`src/rtl/sig_bank_writer.sv`:
```
// Drive-side signal bank: NUM_INST*SIGS_PER_INST DW-bit slots presented flat on sig_out (slot = sel*NUM_INST + inst).
// Latency: a single write is visible the cycle after accept; init and broadcast sweeps write one slot per cycle over NSLOT cycles.
// Backpressure: wr_ready is low during reset, while busy (INIT/BCAST), and in a cycle where init_start is raised.
module sig_bank_writer #(
    parameter int NUM_INST      = 3,
    parameter int SIGS_PER_INST = 2,
    parameter int DW            = 32,
    localparam int NSLOT        = NUM_INST * SIGS_PER_INST,
    localparam int IW           = ($clog2(NUM_INST) > 1) ? $clog2(NUM_INST) : 1,
    localparam int SW           = ($clog2(SIGS_PER_INST) > 1) ? $clog2(SIGS_PER_INST) : 1
) (
    input  logic                clk,
    input  logic                rst_n,
    input  logic                init_start,
    input  logic [31:0]         seed,
    input  logic                wr_valid,
    output logic                wr_ready,
    input  logic [IW-1:0]       wr_inst,
    input  logic [SW-1:0]       wr_sel,
    input  logic                wr_bcast,
    input  logic [DW-1:0]       wr_data,
    output logic [NSLOT*DW-1:0] sig_out,
    output logic                busy,
    output logic                init_done,
    output logic                wr_err
);
    localparam int          KW      = ($clog2(NSLOT) > 1) ? $clog2(NSLOT) : 1;
    localparam logic [KW-1:0] LAST_K = KW'(NSLOT - 1);
    localparam logic [IW:0] INST_LIM = (IW + 1)'(NUM_INST);
    localparam logic [SW:0] SEL_LIM  = (SW + 1)'(SIGS_PER_INST);
    localparam logic [31:0] POLY     = 32'h8020_0003;

    typedef enum logic [1:0] {IDLE, INIT, BCAST} state_t;

    state_t        state, state_nxt;
    logic [DW-1:0] slots [NSLOT];
    logic [31:0]   lfsr;
    logic [DW-1:0] bdata;
    logic [KW-1:0] k;
    logic          wr_acc, in_range, last;
    logic          start_init, start_bcast, single_wr, bad_wr;

    assign wr_ready = rst_n & (state == IDLE) & ~init_start;
    assign busy     = (state != IDLE);
    assign wr_acc   = wr_valid & wr_ready;
    assign in_range = ({1'b0, wr_inst} < INST_LIM) && ({1'b0, wr_sel} < SEL_LIM);

    for (genvar g = 0; g < NSLOT; g++) begin : g_out
        assign sig_out[g*DW +: DW] = slots[g];
    end

    // Next-state and accept decode; init_start in IDLE takes priority over any write.
    always_comb begin
        state_nxt   = state;
        start_init  = 1'b0;
        start_bcast = 1'b0;
        single_wr   = 1'b0;
        bad_wr      = 1'b0;
        last        = (k == LAST_K);
        case (state)
            IDLE: begin
                if (init_start) begin
                    start_init = 1'b1;
                    state_nxt  = INIT;
                end else if (wr_acc && wr_bcast) begin
                    start_bcast = 1'b1;
                    state_nxt   = BCAST;
                end else if (wr_acc) begin
                    single_wr = in_range;
                    bad_wr    = ~in_range;
                end
            end
            INIT, BCAST: begin
                if (last) state_nxt = IDLE;
            end
            default: state_nxt = IDLE;
        endcase
    end

    // State register.
    always_ff @(posedge clk or negedge rst_n) begin
        if (!rst_n) state <= IDLE;
        else        state <= state_nxt;
    end

    // Sweep counter, LFSR, broadcast base value and the one-cycle status pulses.
    always_ff @(posedge clk or negedge rst_n) begin
        if (!rst_n) begin
            lfsr      <= 32'd1;
            bdata     <= '0;
            k         <= '0;
            init_done <= 1'b0;
            wr_err    <= 1'b0;
        end else begin
            init_done <= (state == INIT) && last;
            wr_err    <= bad_wr;
            if (start_init) begin
                lfsr <= (seed == 32'd0) ? 32'd1 : seed;
                k    <= '0;
            end else if (start_bcast) begin
                bdata <= wr_data;
                k     <= '0;
            end else if (state != IDLE) begin
                k <= k + 1'b1;
                if (state == INIT) lfsr <= (lfsr >> 1) ^ (lfsr[0] ? POLY : 32'd0);
            end
        end
    end

    // Slot bank: sweep writes while busy, indexed single writes while idle.
    always_ff @(posedge clk or negedge rst_n) begin
        if (!rst_n) begin
            for (int n = 0; n < NSLOT; n++) slots[n] <= '0;
        end else if (state == INIT) begin
            slots[k] <= lfsr[DW-1:0];
        end else if (state == BCAST) begin
            slots[k] <= bdata + DW'(k);
        end else if (single_wr) begin
            for (int s = 0; s < SIGS_PER_INST; s++)
                for (int i = 0; i < NUM_INST; i++)
                    if (wr_sel == SW'(s) && wr_inst == IW'(i))
                        slots[s*NUM_INST + i] <= wr_data;
        end
    end
endmodule
```
`config.mk`:
```
export PLATFORM = sky130hd
export DESIGN_NAME = sig_bank_writer
export DESIGN_NICKNAME = d
export VERILOG_FILES = /design/src/rtl/sig_bank_writer.sv
export SDC_FILE = /design/constraint.sdc
export NUM_CORES = 1
export LEC_CHECK = 0
export BUFFER_PORTS_ARGS = -buffer_cell sky130_fd_sc_hd__buf_4
export CORE_MARGIN = 3
export CORE_UTILIZATION = 30
export CTS_BUF_LIST = sky130_fd_sc_hd__clkbuf_2 sky130_fd_sc_hd__clkbuf_4 sky130_fd_sc_hd__clkbuf_8
export CTS_CLUSTER_DIAMETER = 40
export DETAILED_ROUTE_END_ITERATION = 8
export GPL_TIMING_DRIVEN = 1
export PLACE_DENSITY = 0.48
export SKIP_LAST_GASP = 1
export SLEW_MARGIN = 20
export SYNTH_ARGS = -nofsm -noshare
export SYNTH_HDL_FRONTEND = slang
export SYNTH_SLANG_ARGS = --single-unit
```
`constraint.sdc`:
```
create_clock -name clk -period 3 [get_ports clk]
set_clock_uncertainty 0.15 [all_clocks]
set_input_delay 0.3 -clock clk [delete_from_list [all_inputs] [get_ports clk]]
set_output_delay 0.3 -clock clk [all_outputs]
set_load 0.05 [all_outputs]
```
# == Word-level counts from Yosys, hierarchy flattened ==
# Cells that the tools add are included.
# W data, S select, Z words.
# totals
regBits,263
inputBits,72
elab_cells,106
# classes
addsub,2
n_lt_le_gt_ge,3
eq_ne,8
muxes,39
bitwise,9
reduce_logical,33
# ops
op,count
$mux W192,3
$mux W32,13
$bwmux W192,2
$demux W32 S3,1
$add A32 B3 Y32,1
$logic_not A32 Y1,1
$xor A31 B32 Y32,1
$reduce_bool A3 Y1,8
$reduce_and A2 Y1,8
$mux W1,13
$logic_and A1 B1 Y1,9
$mux W3,3
$mux W2,3
$reduce_bool A2 Y1,3
$eq A2 B1 Y1 const B,2
$eq A2 B2 Y1 const B,2
$ge A4 B4 Y1 const B,1
$logic_not A2 Y1,2
$lt A4 B1 Y1 const B,1
$ne A2 B2 Y1 const B,2
$not A1 Y1,4
$not A3 Y4,1
$pmux W2 S2,1
$add A3 B1 Y3 const B,1
6 further kinds,8

# == Longest topological paths before layout ==
# logic_depth
depth_word,11
ltp_mapped,13
depth_no_buf,9

# == Least setup slack after synthesis ==
# Ideal clock, no wire load.
# synth_path
path_kind,reg-to-reg
start,reg state[0]
end,reg bdata[22]
arrival_time_ns,2.742
t_required_ns,2.785
setup_slack_ns,0.043
stages_incl_launch_ff,12
path_buffers,4
synth_period_minus_slack_ns,2.957
cell_sequence,dfrtp_1 > inv_1 > ha_1 > clkbuf_1 > nand2_1 > nor2_1 > and3_1 > clkbuf_1 > clkbuf_1 > clkbuf_1 > nand2_1 > nand2_1
# synth_via
elab_chain_cells,9
# synth_rtl
item,line_no,source
"start, declared",35,"state_t state, state_nxt;"
"start signal, assigned",83,else state <= state_nxt;
$logic_not A2 Y1,43,assign wr_ready = rst_n & (state == IDLE) & ~init_start;
$and A1 B1 Y1 (2 in a row),43,
via wr_ready,17,"output logic wr_ready,"
$and A1 B1 Y1,45,assign wr_acc = wr_valid & wr_ready;
$logic_and A1 B1 Y1,65,end else if (wr_acc && wr_bcast) begin
$mux W1,65,
$mux W1,62,if (init_start) begin
$mux W1,60,case (state)
$reduce_and A2 Y1 (no line),--,
"end signal, assigned",101,bdata <= wr_data;
"end, declared",38,logic [DW-1:0] bdata;
# The timed path passes the listed nets, and every way through them passes these cells.
# A chain may end at the register's enable or synchronous reset.

# == Worst setup path after layout ==
# layout_path
start,reg state[0]
end,"reg slots, in the netlist sig_out[188]"
# layout_via
elab_chain_cells,10
# layout_rtl
item,line_no,source
$logic_not A2 Y1,"43, 60",
$and A1 B1 Y1 (2 in a row),43,
$and A1 B1 Y1,45,
$mux W1 or $logic_and A1 B1 Y1 (tied branches),"68, 65",
$mux W1,65,
$mux W1,62,
$mux W1,60,
$reduce_bool A3 Y1 (no line),--,
$reduce_and A2 Y1 (no line),--,
"end signal, assigned by index",115,slots[k] <= lfsr[DW-1:0];
"end signal, assigned by index",117,slots[k] <= bdata + DW'(k);
"end signal, assigned by index",122,slots[s*NUM_INST + i] <= wr_data;
"end, declared",36,logic [DW-1:0] slots [NSLOT];
# Several ways; a longest one is shown, not always the timed one.

==> summary by stage <==
Outcome
The flow ran to the end, and the final reports show no timing, DRC or antenna violations.

Pwr
For this design the ratio of total power to cell area is between 1000 and 1500 nW/um2. The worst supply voltage drop on vdd is around 0.8 mV. The leakage power figure is approximately 8.5 nW.

The design draws between 0.02 and 0.03 W.

Routing
Before antenna repair, the detailed router went through 5 iterations. The final routed wire length divided by cell count is between 20 and 30 um. The total DRC errors in the routed layout is 0. The detailed router placed 15.8k vias in this run. The total length of routed wires is 72400 um. The detail route stage leaves a number of antenna-violating nets equal to 0. The number of vias per cell after detailed routing is between 5 and 6. In this run, the number of DRC markers left after iteration 0 of detailed routing was ~1.7k.

Timing
Setup slack closes at approximately 0.11 ns. The final count of negative-setup-slack endpoints is 0. The clock period minus final worst setup slack is around 2.9 ns. The total count of hold-check failures in the final report is 0. Setup total negative slack on the finished layout was measured at 0 ns. The post-route fraction of the period consumed by the critical path is between 90% and 100%.

Measured against its own limit, the worst slew margin works out to a little over a fifth. The total count of max-transition violations in the final report is 0. Derived from the worst setup path, the maximum achievable clock frequency is around 350 MHz. For the pin with the worst max-slew slack, the measured transition is around 1.2 ns.

Setup repair after global routing could not meet its margin everywhere.

GRT
Entering global routing, the biggest net connects between 100 and 150 pins. The number of global-route vias before repair is 15.3k. The first global-routing pass estimated roughly 110000 um of wire. The number of antenna violations at the first check in global routing is 1.

The total global routing overflow is 0. Global routing used between 20% and 30% of the available tracks.

Layout
The layout has just over 5k filler cells. The final core utilization is 41.1%. The combined flip-flop and latch cell area is 6580 um2. The number of standard cells in the final layout excluding fillers is 2828.

The count of inserted antenna diode cells is 0. The net count of the finished layout is 2200. The multi-input combinational cell area is ~7600 um2. Compared with the post-synthesis result, the final layout area differs by 35.3%.

In the final layout, the share of cells above drive strength 1 is between 20 and 25%.

Die
The floorplan has 81 rows. The number of ports placed on the die boundary is 268. The floorplan step set the die width to approximately 230 um.

In this run the vertical extent of the chip is about 230 um. The die area is between 50000 and 60000 um2. The initial utilization of the core area, before any placement, comes to a little under a third. The core outline area is roughly 49000 um2.

Critical path
Data on the critical path is required at its endpoint by roughly 3.4 ns. In this run the worst path has a maximum fanout of 41. The largest stage delay on the critical path is between 0.6 and 0.7 ns. Measured in cells, the most critical reg-to-reg path has a length of 9. STA classifies the critical path startpoint as a flip-flop.

The combined buffer and inverter count along the critical path is 2. The highest-delay cell along the critical path is sky130_fd_sc_hd__or4b_4. The reg-to-reg critical path startpoint is state[0]$_DFFE_PN0P_.

The worst setup path is of the reg2reg kind. The worst setup path is captured at a flip-flop. Grouping stages by cell kind, the critical path spends the most delay in simple AND/OR/NAND/NOR gates. The slack of the worst reg-to-reg path is around 0.11 ns. STA puts the critical path data arrival time at between 3 and 4 ns. Traced cell by cell, the critical path runs through inv_1 > ha_1 > or2_1 > or4b_4 > o2bb2a_2 > buf_12 > nand3_1 > o21ai_0 > a41oi_1. The endpoint of the most critical register-to-register path is sig_out[188]$_DFFE_PN0P_.

Place
The placer congestion estimate is around 0.94. Including well taps, the total number of placed cells is approximately 2.7k. The number of I/O port buffers is 267.

The final HPWL from detailed placement is approximately 52000 um. At the placement stage, the worst setup path has a slack of 0.0930 ns.

Min path
The hold path startpoint is wr_valid. Along the worst hold path, the cell count comes to 4. The worst hold path belongs to the class in2reg. For hold timing, the worst endpoint is bdata[22]$_DFFE_PN0P_.

Clocking
The clock tree from TritonCTS is yes. The clock drives about 260 sinks. The H-tree was split into 2 levels.

Counting along the longest clock path gives a buffer depth of 3. At the later pin of the worst-skew pair, clock insertion delay measures 0.67 ns. In this run, CTS created clock tree buffers numbering 54. The root buffer cell is sky130_fd_sc_hd__clkbuf_8. After clock tree synthesis, the clock-pin slew on the worst setup and hold paths is about 0.060 ns.

Synthesis
The total of flip-flops plus latches after synthesis is approximately 260. The average cell area after synthesis is about 8.4 um2. The number of distinct library cells after synthesis is 63.

The top cell type by area accounts for approximately 44% of the synthesized area. The post-synthesis net count is approximately 1.9k. The cell area that synthesis handed to floorplanning was 14900 um2. The share of synthesized flip-flops with an asynchronous set or reset is 100%.

The number of enable-type register cells in the synthesized netlist is 0. Ranked by total cell area, the synthesized netlist is headed by sky130_fd_sc_hd__dfrtp_1 (44%), sky130_fd_sc_hd__a21oi_1 (9.8%), sky130_fd_sc_hd__nand2_1 (7.6%), sky130_fd_sc_hd__a31oi_1 (3.0%), sky130_fd_sc_hd__clkbuf_1 (2.8%). In the synthesized netlist the dominant register cell turns out to be sky130_fd_sc_hd__dfrtp_1. During synthesis, Yosys emitted a total of 0 warnings.

The largest area contributor in the synthesized netlist is sky130_fd_sc_hd__dfrtp_1. The post-synthesis sequential area ratio is between 40 and 50%. Synthesis produced approximately 1.8k cells.

Job
The number of max-cap violations is 0.
[placed cells by master, fill, tap and decap left out, types with 7 or more instances in the layout]
| cell | n |
|---|---|
| sky130_fd_sc_hd__o221ai_1 | 26 |
| sky130_fd_sc_hd__clkinv_2 | 7 |
| sky130_fd_sc_hd__mux2_2 | 13 |
| sky130_fd_sc_hd__and3_1 | 10 |
| sky130_fd_sc_hd__a21o_1 | 11 |
| sky130_fd_sc_hd__nand3_1 | 51 |
| sky130_fd_sc_hd__a21oi_1 | 292 |
| sky130_fd_sc_hd__o211ai_1 | 36 |
| sky130_fd_sc_hd__dfrtp_1 | 262 |
| sky130_fd_sc_hd__nor4_1 | 9 |
| sky130_fd_sc_hd__clkbuf_4 | 16 |
| sky130_fd_sc_hd__xnor2_1 | 19 |
| sky130_fd_sc_hd__or3_1 | 11 |
| sky130_fd_sc_hd__a31oi_1 | 72 |
| sky130_fd_sc_hd__o21a_1 | 44 |
| sky130_fd_sc_hd__buf_12 | 11 |
| sky130_fd_sc_hd__a221oi_1 | 12 |
| sky130_fd_sc_hd__nor2_1 | 93 |
| sky130_fd_sc_hd__dlygate4sd3_1 | 67 |
| sky130_fd_sc_hd__and2_1 | 19 |
| sky130_fd_sc_hd__mux2i_1 | 36 |
| sky130_fd_sc_hd__o31ai_1 | 35 |
| sky130_fd_sc_hd__a311oi_1 | 12 |
| sky130_fd_sc_hd__inv_1 | 15 |
| sky130_fd_sc_hd__nor2b_1 | 23 |
| sky130_fd_sc_hd__a41oi_1 | 7 |
| sky130_fd_sc_hd__clkbuf_8 | 67 |
| sky130_fd_sc_hd__nand4_1 | 10 |
| sky130_fd_sc_hd__nand2_1 | 303 |
| sky130_fd_sc_hd__a211oi_1 | 27 |
| sky130_fd_sc_hd__buf_4 | 384 |
| sky130_fd_sc_hd__o21ai_0 | 70 |
[metrics by stage]
step	hold slack (ns)	area [um2]
4_1_cts	0.0520	20100
5_1_grt	0.110	20200
2_1_floorplan	-0.146	14900
3_5_place_dp	0.321	18100
3_3_place_gp	0.316	18100
6_report	0.0819	20200
[state kept, by name, summed over array words and instances (netlist names)]
signal,cells
bdata,32
init_done,1
k,3
lfsr,32
sig_out,192
state,2
wr_err,1
[worst min-delay path, cell delays in order]
cell and delay, ns:
sky130_fd_sc_hd__buf_4 0.12, sky130_fd_sc_hd__nand3_1 0.26, sky130_fd_sc_hd__nand2_1 0.09, sky130_fd_sc_hd__nand2_1 0.06
[cells by family after synthesis]
logic type | after synthesis | share of synthesized area [%]
AO/OA/AOI/OAI | 673 | 28.0
AND/OR/NAND/NOR | 561 | 16.7
flip-flops | 263 | 44.1
buffers and inverters | 192 | 5.42
multiplexers | 49 | 3.40
XOR/XNOR | 25 | 1.47
adder cells (fa/ha/maj) | 9 | 0.806
[power breakdown]
part	internal [W]	switching [W]	total, W
clock	0.00266	0.00177	0.00443
sequential	0.00528	0.00190	0.00718
combinational	0.00474	0.0108	0.0155
total	0.0127	0.0145	0.0272
[per-layer routing]
layer / share of wire, % / track usage [%] / wire length, um / vias up
li1: - / - / - / 7124
met1: 43 / 36.0 / 30800 / 7774
met2: 47 / 43.5 / 33700 / 738
met3: 7.0 / 4.10 / 5060 / 136
met4: 3.9 / 10.6 / 2800 / 0
met5: 0 / 0 / 0 / -
[final cells by class]
cell class | count | area share (%)
clock buffer | 83 | 5.17
clock inverter | 18 | 1.17
inverter | 18 | 0.353
multi-input combinational | 1317 | 37.7
sequential | 263 | 32.6
tap | 664 | 4.12
timing repair buffer | 465 | 18.9
[timing repair]
action                                  4_1_cts  5_1_grt
buffers inserted                              0        6
hold buffers                                 67        0
cloned                                        0        0
hold endpoints to repair                    194        0
endpoints found under the setup margin        1       22
pin swaps                                     0        1
resized for setup                             1        6
[worst max-delay path by stage]
stage                               from                       end  slack (ns)  depth (start not counted)
global route        state[0]$_DFFE_PN0P_  sig_out[183]$_DFFE_PN0P_       -0.02                          9
CTS                 state[0]$_DFFE_PN0P_   sig_out[63]$_DFFE_PN0P_        0.05                          8
floorplan           state[0]$_DFFE_PN0P_     bdata[22]$_DFFE_PN0P_        0.04                         11
detailed placement  state[0]$_DFFE_PN0P_   sig_out[54]$_DFFE_PN0P_        0.09                          8
global placement    bdata[2]$_DFFE_PN0P_   sig_out[71]$_DFFE_PN0P_        0.08                          9
finish              state[0]$_DFFE_PN0P_  sig_out[188]$_DFFE_PN0P_        0.11                          9
[Yosys cell counts (all sizes together), types with 8 or more instances]
library cell,count
and3,10
nor2,93
or3,11
o221ai,26
nand2,303
a311oi,12
o211ai,36
o31ai,35
nand4,10
xnor2,21
inv,16
o21a,44
clkbuf,111
mux2,13
nand3,51
ha,8
mux2i,36
o21ai,71
a21oi,297
a21o,11
a211oi,27
and2,21
a31oi,72
nor4,11
a221oi,12
buf,63
nor2b,24
dfrtp,262
Note: power is estimated with default switching activity, not from simulation.
